### src/rtl/wshb_sdram_arbiter_if.sv
// Wishbone bus bundle for one arbiter port.
// The master modport drives the request side; the slave modport drives the responses.
interface wshb_sdram_arbiter_if;
  logic        cyc;
  logic        stb;
  logic        we;
  logic [31:0] adr;
  logic [31:0] dat_ms;
  logic [3:0]  sel;
  logic [2:0]  cti;
  logic [1:0]  bte;
  logic        ack;
  logic        err;
  logic        rty;
  logic [31:0] dat_sm;

  modport master (
    output cyc, stb, we, adr, dat_ms, sel, cti, bte,
    input  ack, err, rty, dat_sm
  );

  modport slave (
    input  cyc, stb, we, adr, dat_ms, sel, cti, bte,
    output ack, err, rty, dat_sm
  );
endinterface

### src/rtl/wshb_sdram_arbiter.sv
// Two-master round-robin Wishbone arbiter for the shared SDRAM slave port (m0 video, m1 writer).
// Define WSHB_ARB_HOLD_EN to enable forced release after HOLD_MAX owned cycles.
module wshb_sdram_arbiter #(
  parameter int unsigned HOLD_MAX = 256
) (
  input  logic                        sys_clk,
  input  logic                        sys_rst,
  wshb_sdram_arbiter_if.slave         m0,
  wshb_sdram_arbiter_if.slave         m1,
  wshb_sdram_arbiter_if.master        s,
  output logic [1:0]                  gnt
);

  if (HOLD_MAX < 2 || HOLD_MAX > 65535) begin : g_hold_max_range
    $error("HOLD_MAX must be in 2..65535");
  end

  typedef enum logic [1:0] {
    StIdle = 2'd0,
    StGnt0 = 2'd1,
    StGnt1 = 2'd2
  } state_e;

  state_e     state_q, state_d;
  logic       last_q, last_d;  // 0: m0 served last, 1: m1 served last
  logic [1:0] gnt_q, gnt_d;
  logic       preempt0, preempt1;

`ifdef WSHB_ARB_HOLD_EN
  localparam logic [15:0] HoldMax = 16'(HOLD_MAX);

  logic [15:0] hold_cnt_q, hold_cnt_d;
  logic        owner_resp;

  // Preempt only on a completed beat so a transfer is never split.
  always_comb begin
    owner_resp = s.ack | s.err | s.rty;
    preempt0   = (state_q == StGnt0) && (hold_cnt_q >= HoldMax) && owner_resp && m1.cyc;
    preempt1   = (state_q == StGnt1) && (hold_cnt_q >= HoldMax) && owner_resp && m0.cyc;
  end

  always_comb begin
    hold_cnt_d = hold_cnt_q;
    if (state_d != state_q || state_q == StIdle) begin
      hold_cnt_d = '0;
    end else if (hold_cnt_q != 16'hffff) begin
      hold_cnt_d = hold_cnt_q + 16'd1;
    end
  end
`else
  assign preempt0 = 1'b0;
  assign preempt1 = 1'b0;
`endif

  always_comb begin
    state_d = state_q;
    last_d  = last_q;
    unique case (state_q)
      StIdle: begin
        if (m0.cyc && m1.cyc) begin
          state_d = last_q ? StGnt0 : StGnt1;
        end else if (m0.cyc) begin
          state_d = StGnt0;
        end else if (m1.cyc) begin
          state_d = StGnt1;
        end
      end
      StGnt0: begin
        if (!m0.cyc || preempt0) begin
          last_d  = 1'b0;
          state_d = m1.cyc ? StGnt1 : StIdle;
        end
      end
      StGnt1: begin
        if (!m1.cyc || preempt1) begin
          last_d  = 1'b1;
          state_d = m0.cyc ? StGnt0 : StIdle;
        end
      end
      default: state_d = StIdle;
    endcase
  end

  always_comb begin
    gnt_d = 2'b00;
    if (state_d == StGnt0) begin
      gnt_d = 2'b01;
    end else if (state_d == StGnt1) begin
      gnt_d = 2'b10;
    end
  end

  always_ff @(posedge sys_clk) begin
    if (sys_rst) begin
      state_q    <= StIdle;
      last_q     <= 1'b1;
      gnt_q      <= 2'b00;
`ifdef WSHB_ARB_HOLD_EN
      hold_cnt_q <= '0;
`endif
    end else begin
      state_q    <= state_d;
      last_q     <= last_d;
      gnt_q      <= gnt_d;
`ifdef WSHB_ARB_HOLD_EN
      hold_cnt_q <= hold_cnt_d;
`endif
    end
  end

  // Request/response routing; stb without cyc is illegal and masked off.
  always_comb begin
    s.cyc     = 1'b0;
    s.stb     = 1'b0;
    s.we      = 1'b0;
    s.adr     = '0;
    s.dat_ms  = '0;
    s.sel     = '0;
    s.cti     = '0;
    s.bte     = '0;
    m0.ack    = 1'b0;
    m0.err    = 1'b0;
    m0.rty    = 1'b0;
    m1.ack    = 1'b0;
    m1.err    = 1'b0;
    m1.rty    = 1'b0;
    m0.dat_sm = s.dat_sm;
    m1.dat_sm = s.dat_sm;
    if (gnt_q[0]) begin
      s.cyc    = m0.cyc;
      s.stb    = m0.cyc & m0.stb;
      s.we     = m0.we;
      s.adr    = m0.adr;
      s.dat_ms = m0.dat_ms;
      s.sel    = m0.sel;
      s.cti    = m0.cti;
      s.bte    = m0.bte;
      m0.ack   = s.ack;
      m0.err   = s.err;
      m0.rty   = s.rty;
    end else if (gnt_q[1]) begin
      s.cyc    = m1.cyc;
      s.stb    = m1.cyc & m1.stb;
      s.we     = m1.we;
      s.adr    = m1.adr;
      s.dat_ms = m1.dat_ms;
      s.sel    = m1.sel;
      s.cti    = m1.cti;
      s.bte    = m1.bte;
      m1.ack   = s.ack;
      m1.err   = s.err;
      m1.rty   = s.rty;
    end
  end

  assign gnt = gnt_q;

endmodule
### src/flat_wrapper.sv
// flat-port wrapper written by rule: the top's interface ports become plain ports
module wshb_sdram_arbiter_flat 
#(
  parameter int unsigned HOLD_MAX = 256
)
  (sys_clk, sys_rst, gnt, m0_cyc, m0_stb, m0_we, m0_adr, m0_dat_ms, m0_sel, m0_cti, m0_bte, m0_ack, m0_err, m0_rty, m0_dat_sm, m1_cyc, m1_stb, m1_we, m1_adr, m1_dat_ms, m1_sel, m1_cti, m1_bte, m1_ack, m1_err, m1_rty, m1_dat_sm, s_cyc, s_stb, s_we, s_adr, s_dat_ms, s_sel, s_cti, s_bte, s_ack, s_err, s_rty, s_dat_sm);
  wshb_sdram_arbiter_if m0_i ();
  wshb_sdram_arbiter_if m1_i ();
  wshb_sdram_arbiter_if s_i ();
  input  logic sys_clk;
  input  logic sys_rst;
  output logic [1:0] gnt;
  input wire logic [$bits(m0_i.cyc)-1:0] m0_cyc;
  input wire logic [$bits(m0_i.stb)-1:0] m0_stb;
  input wire logic [$bits(m0_i.we)-1:0] m0_we;
  input wire logic [$bits(m0_i.adr)-1:0] m0_adr;
  input wire logic [$bits(m0_i.dat_ms)-1:0] m0_dat_ms;
  input wire logic [$bits(m0_i.sel)-1:0] m0_sel;
  input wire logic [$bits(m0_i.cti)-1:0] m0_cti;
  input wire logic [$bits(m0_i.bte)-1:0] m0_bte;
  output wire logic [$bits(m0_i.ack)-1:0] m0_ack;
  output wire logic [$bits(m0_i.err)-1:0] m0_err;
  output wire logic [$bits(m0_i.rty)-1:0] m0_rty;
  output wire logic [$bits(m0_i.dat_sm)-1:0] m0_dat_sm;
  input wire logic [$bits(m1_i.cyc)-1:0] m1_cyc;
  input wire logic [$bits(m1_i.stb)-1:0] m1_stb;
  input wire logic [$bits(m1_i.we)-1:0] m1_we;
  input wire logic [$bits(m1_i.adr)-1:0] m1_adr;
  input wire logic [$bits(m1_i.dat_ms)-1:0] m1_dat_ms;
  input wire logic [$bits(m1_i.sel)-1:0] m1_sel;
  input wire logic [$bits(m1_i.cti)-1:0] m1_cti;
  input wire logic [$bits(m1_i.bte)-1:0] m1_bte;
  output wire logic [$bits(m1_i.ack)-1:0] m1_ack;
  output wire logic [$bits(m1_i.err)-1:0] m1_err;
  output wire logic [$bits(m1_i.rty)-1:0] m1_rty;
  output wire logic [$bits(m1_i.dat_sm)-1:0] m1_dat_sm;
  output wire logic [$bits(s_i.cyc)-1:0] s_cyc;
  output wire logic [$bits(s_i.stb)-1:0] s_stb;
  output wire logic [$bits(s_i.we)-1:0] s_we;
  output wire logic [$bits(s_i.adr)-1:0] s_adr;
  output wire logic [$bits(s_i.dat_ms)-1:0] s_dat_ms;
  output wire logic [$bits(s_i.sel)-1:0] s_sel;
  output wire logic [$bits(s_i.cti)-1:0] s_cti;
  output wire logic [$bits(s_i.bte)-1:0] s_bte;
  input wire logic [$bits(s_i.ack)-1:0] s_ack;
  input wire logic [$bits(s_i.err)-1:0] s_err;
  input wire logic [$bits(s_i.rty)-1:0] s_rty;
  input wire logic [$bits(s_i.dat_sm)-1:0] s_dat_sm;
  assign m0_i.cyc = m0_cyc;
  assign m0_i.stb = m0_stb;
  assign m0_i.we = m0_we;
  assign m0_i.adr = m0_adr;
  assign m0_i.dat_ms = m0_dat_ms;
  assign m0_i.sel = m0_sel;
  assign m0_i.cti = m0_cti;
  assign m0_i.bte = m0_bte;
  assign m0_ack = m0_i.ack;
  assign m0_err = m0_i.err;
  assign m0_rty = m0_i.rty;
  assign m0_dat_sm = m0_i.dat_sm;
  assign m1_i.cyc = m1_cyc;
  assign m1_i.stb = m1_stb;
  assign m1_i.we = m1_we;
  assign m1_i.adr = m1_adr;
  assign m1_i.dat_ms = m1_dat_ms;
  assign m1_i.sel = m1_sel;
  assign m1_i.cti = m1_cti;
  assign m1_i.bte = m1_bte;
  assign m1_ack = m1_i.ack;
  assign m1_err = m1_i.err;
  assign m1_rty = m1_i.rty;
  assign m1_dat_sm = m1_i.dat_sm;
  assign s_cyc = s_i.cyc;
  assign s_stb = s_i.stb;
  assign s_we = s_i.we;
  assign s_adr = s_i.adr;
  assign s_dat_ms = s_i.dat_ms;
  assign s_sel = s_i.sel;
  assign s_cti = s_i.cti;
  assign s_bte = s_i.bte;
  assign s_i.ack = s_ack;
  assign s_i.err = s_err;
  assign s_i.rty = s_rty;
  assign s_i.dat_sm = s_dat_sm;
  wshb_sdram_arbiter #(.HOLD_MAX(HOLD_MAX)) u_core (.sys_clk(sys_clk), .sys_rst(sys_rst), .m0(m0_i), .m1(m1_i), .s(s_i), .gnt(gnt));
endmodule
### config.mk
export PLATFORM = sky130hd
export DESIGN_NAME = wshb_sdram_arbiter_flat
export DESIGN_NICKNAME = d
export VERILOG_FILES = /design/src/rtl/wshb_sdram_arbiter_if.sv /design/src/rtl/wshb_sdram_arbiter.sv /design/src/flat_wrapper.sv
export SDC_FILE = /design/constraint.sdc
export NUM_CORES = 1
export LEC_CHECK = 0
export ABC_AREA = 1
export CORE_AREA = 8 8 126 128
export DETAILED_ROUTE_END_ITERATION = 16
export DIE_AREA = 0 0 134 136
export REMOVE_ABC_BUFFERS = 1
export SETUP_SLACK_MARGIN = 0.15
export SLEW_MARGIN = 30
export SYNTH_ARGS = -nofsm -noshare
export SYNTH_HDL_FRONTEND = slang
export SYNTH_SLANG_ARGS = --single-unit
### constraint.sdc
create_clock -name sys_clk -period 1.2 [get_ports sys_clk]
set_clock_uncertainty 0.05 [all_clocks]
set_input_delay 0.3 -clock sys_clk [delete_from_list [all_inputs] [get_ports sys_clk]]
set_output_delay 0.3 -clock sys_clk [all_outputs]
set_load 0.005 [all_outputs]
==> metrics.md <==
| Metric | Value |
|---|---|
| Final period util | `153%` |
| Root Buffer | `clkbuf_16` |
| Sw Ratio | `27.8%` |
| Synth cell types | `14` |
| CP max stage cell | `dfxtp_4` |
| Sw power | `675 µW` |
| Fin area | `4220 µm²` |
| DRT Wirelength | `14.7 mm` |
| Layout cells sized above 1 | `38.4%` |
| CORE AREA | `14000 µm²` |
| Slew margin rel. | `86.6%` |
| Leakage | `0.00195 µW` |
| Post-DP HPWL | `10.6 mm` |
| Cell-by-cell trace of the critical path | `inv_4, nand2_4, inv_8, bufbuf_16, buf_4, a22o_1, buf_2` |
| Mapped Cells | `202` |
| Sequential fraction of design power | `7.9%` |
| I/O pin count | `337` |
| Total number of vias | `2508` |
| Final Total Pwr | `2430 µW` |
| GRT overflow | `0` |
| Final worst slack | `-0.638 ns` |
| M2 GR Usage | `19.4%` |
| Fmax achieved | `544 MHz` |
| RSZ-0062 raised after global routing | `true` |
| Multi-input logic area | `833 µm²` |
| Clock Path Buffers | `2` |
| Final min period | `1.84 ns` |
| DRC Markers | `0` |
| N_diodes | `0` |
| Crit path max fanout | `6` |
| Max-Cap Viols | `0` |
| CP Launch Type | `flip-flop` |
| Placement Cell Area | `3680 µm²` |
| Vias in the first global route | `2645` |
| CTS H-tree depth | `1` |
| Clock transition at path regs | `0.03 ns` |
| DR pass1 iterations | `6` |
| Die Wd | `134 µm` |
| Die height | `136 µm` |
| GR peak layer | `met2` |
| Register area | `105 µm²` |
| Vias per inst | `4.16` |
| Placed cell count | `556` |
| Max Slew Vio Count | `0` |
| # nets final | `609` |
| Required @ worst endpoint | `0.85 ns` |
| CP delay by family, top | `buffers and inverters` |
| Outcome | `finished, violations left` |
| Hold crit path type | `flip-flop to flip-flop` |
| Clk pwr share | `22.4%` |
| Syn Area/Cell | `7.51 µm²` |
| Finished Layout Cells | `603` |
| Detailed-route wire length per cell | `24.3 µm` |
| Num rows | `44` |
| DRC marker count from the first detailed-route iteration | `77` |
| Synthesis-to-finish area growth | `178%` |
| Yosys warnings | `0` |
| CP peak stage delay | `0.36 ns` |
| Total track usage | `14.2%` |
| Initial antenna violation count | `0` |
| TritonCTS clock tree | `done` |
| Endpoints failing setup | `84` |
| Area of the die | `18200 µm²` |
| GRT met3 Usage | `11.2%` |
| Hold buffers post-CTS | `0` |
| Worst skew pair latency | `0.23 ns` |
| Worst Tran Pin Value | `0.201 ns` |
| Filler cells | `1488` |
| Internal power | `1760 µW` |
| Final Util | `30.1%` |
| Setup WS pre-CTS | `-0.723 ns` |
| First-pass GRT wire length | `18.9 mm` |
| Fin. Hold Viols | `0` |
| Gate power share | `69.6%` |
| Endpoint class of the critical path | `primary output` |
| Total CTS buffers | `3` |
| Clock sinks | `5` |
| Starting density of the core | `10.8%` |
| CP arrival | `1.49 ns` |
| Met1 usage | `17.3%` |
| Gpl congestion | `0.764` |
| Failing checks | `negative setup slack` |
| Worst vdd ir | `0.000725 V` |
| CP Buf/Inv Count | `5` |
| # port buffers | `240` |
| Critical path type | `flip-flop to primary output` |
| Flops & latches, synth | `5` |
| Pin count of the biggest net entering global routing | `30` |
| Final ANT Viol Nets | `0` |
| Sequential-to-total area share from yosys stat | `6.60%` |
| Power per cell area | `575 nW/µm²` |
| Post-Syn Area | `1520 µm²` |
-- area by class of cell --
| cell class | instances | share of cell area (%) |
|---|---|---|
| timing repair buffer | 294 | 69.4 |
| multi-input combinational | 107 | 19.7 |
| tap | 184 | 5.45 |
| sequential | 5 | 2.49 |
| clock buffer | 4 | 1.87 |
| inverter | 9 | 1.04 |
-- cells by family after synthesis --
logic type | count (synthesis) | share of synthesized area [%]
AO/OA/AOI/OAI | 79 | 44.4
flip-flops | 5 | 6.60
buffers and inverters | 90 | 41.5
AND/OR/NAND/NOR | 28 | 7.50
-- cell usage after synthesis --
cell type   n  share of area (%)
nand2_2     1               0.41
clkbuf_1    8                2.0
inv_2       2               0.49
a21oi_1     4                1.3
dfxtp_1     5                6.6
o22ai_1     1               0.41
buf_4      65                 32
nand2_1    13                3.2
nand3_1     5                1.6
a22o_1     74                 43
nor2_1      9                2.2
buf_6       6                4.5
inv_1       7                1.7
buf_2       2               0.66
-- worst paths after layout --
check | to | startpoint | slack (ns) | depth (start not counted)
worst max-delay path | s_adr[17] | u_core.gnt[0] | -0.64 | 7
worst min-delay path | u_core.last_q | u_core.last_q | 0.42 | 2
worst max register to register | u_core.gnt[0] | u_core.state_q[1] | 0.23 | 4
worst min register to register | u_core.last_q | u_core.last_q | 0.42 | 2
-- through the flow --
| step | setup TNS (ns) | hold WS, ns |
|---|---|---|
| after floorplan | -123.51 | 0.319 |
| after global placement | -48.35 | 0.398 |
| after detailed placement | -48.95 | 0.414 |
| after CTS | -43.91 | 0.421 |
| after global routing | -47.11 | 0.446 |
| final | -43.03 | 0.420 |
-- placed cells by master (no fill, tap or decap), types with 4 or more instances in the layout --
master / count
clkdlybuf4s50_1: 152
clkbuf_2: 4
buf_12: 11
clkbuf_16: 6
inv_2: 4
nor2_1: 6
buf_8: 5
nand2_1: 10
buf_16: 11
a22o_1: 74
buf_6: 16
buf_2: 76
buf_4: 12
-- tightest hold or removal path: cells and delay by family (launching register included) --
kind	cells	cell delay (ns)
AOI/OAI and AO/OA	1	0.07
DFF	1	0.32
and+or+nand+nor	1	0.05
-- power by group through the flow --
stage,sequential [µW],combinational (µW),clock [µW]
CTS,191,1630,555
global route,195,1810,568
global placement,192,1400,0
detailed placement,192,1410,0
floorplan,225,300,0
finish,193,1690,545
-- routing by layer --
| layer | wire [µm] | part of all wire [%] |
|---|---|---|
| met5 | 70 | 0.48 |
| met3 | 2400 | 16 |
| met4 | 62 | 0.42 |
| met2 | 5800 | 40 |
| met1 | 6340 | 43 |
-- timing repair --
action / CTS / global route
gates resized for setup: 358 / 40
setup endpoints to repair: 89 / 88
cloned: 12 / 4
pin swaps: 12 / 9
setup buffers: 20 / 7
endpoints found under the hold margin: 0 / 0
-- state kept, by name (all words and copies together), names as in the netlist --
register,count
u_core.last_q,1
u_core.gnt,2
u_core.state_q,2
Power figures use the tool's default switching activity.
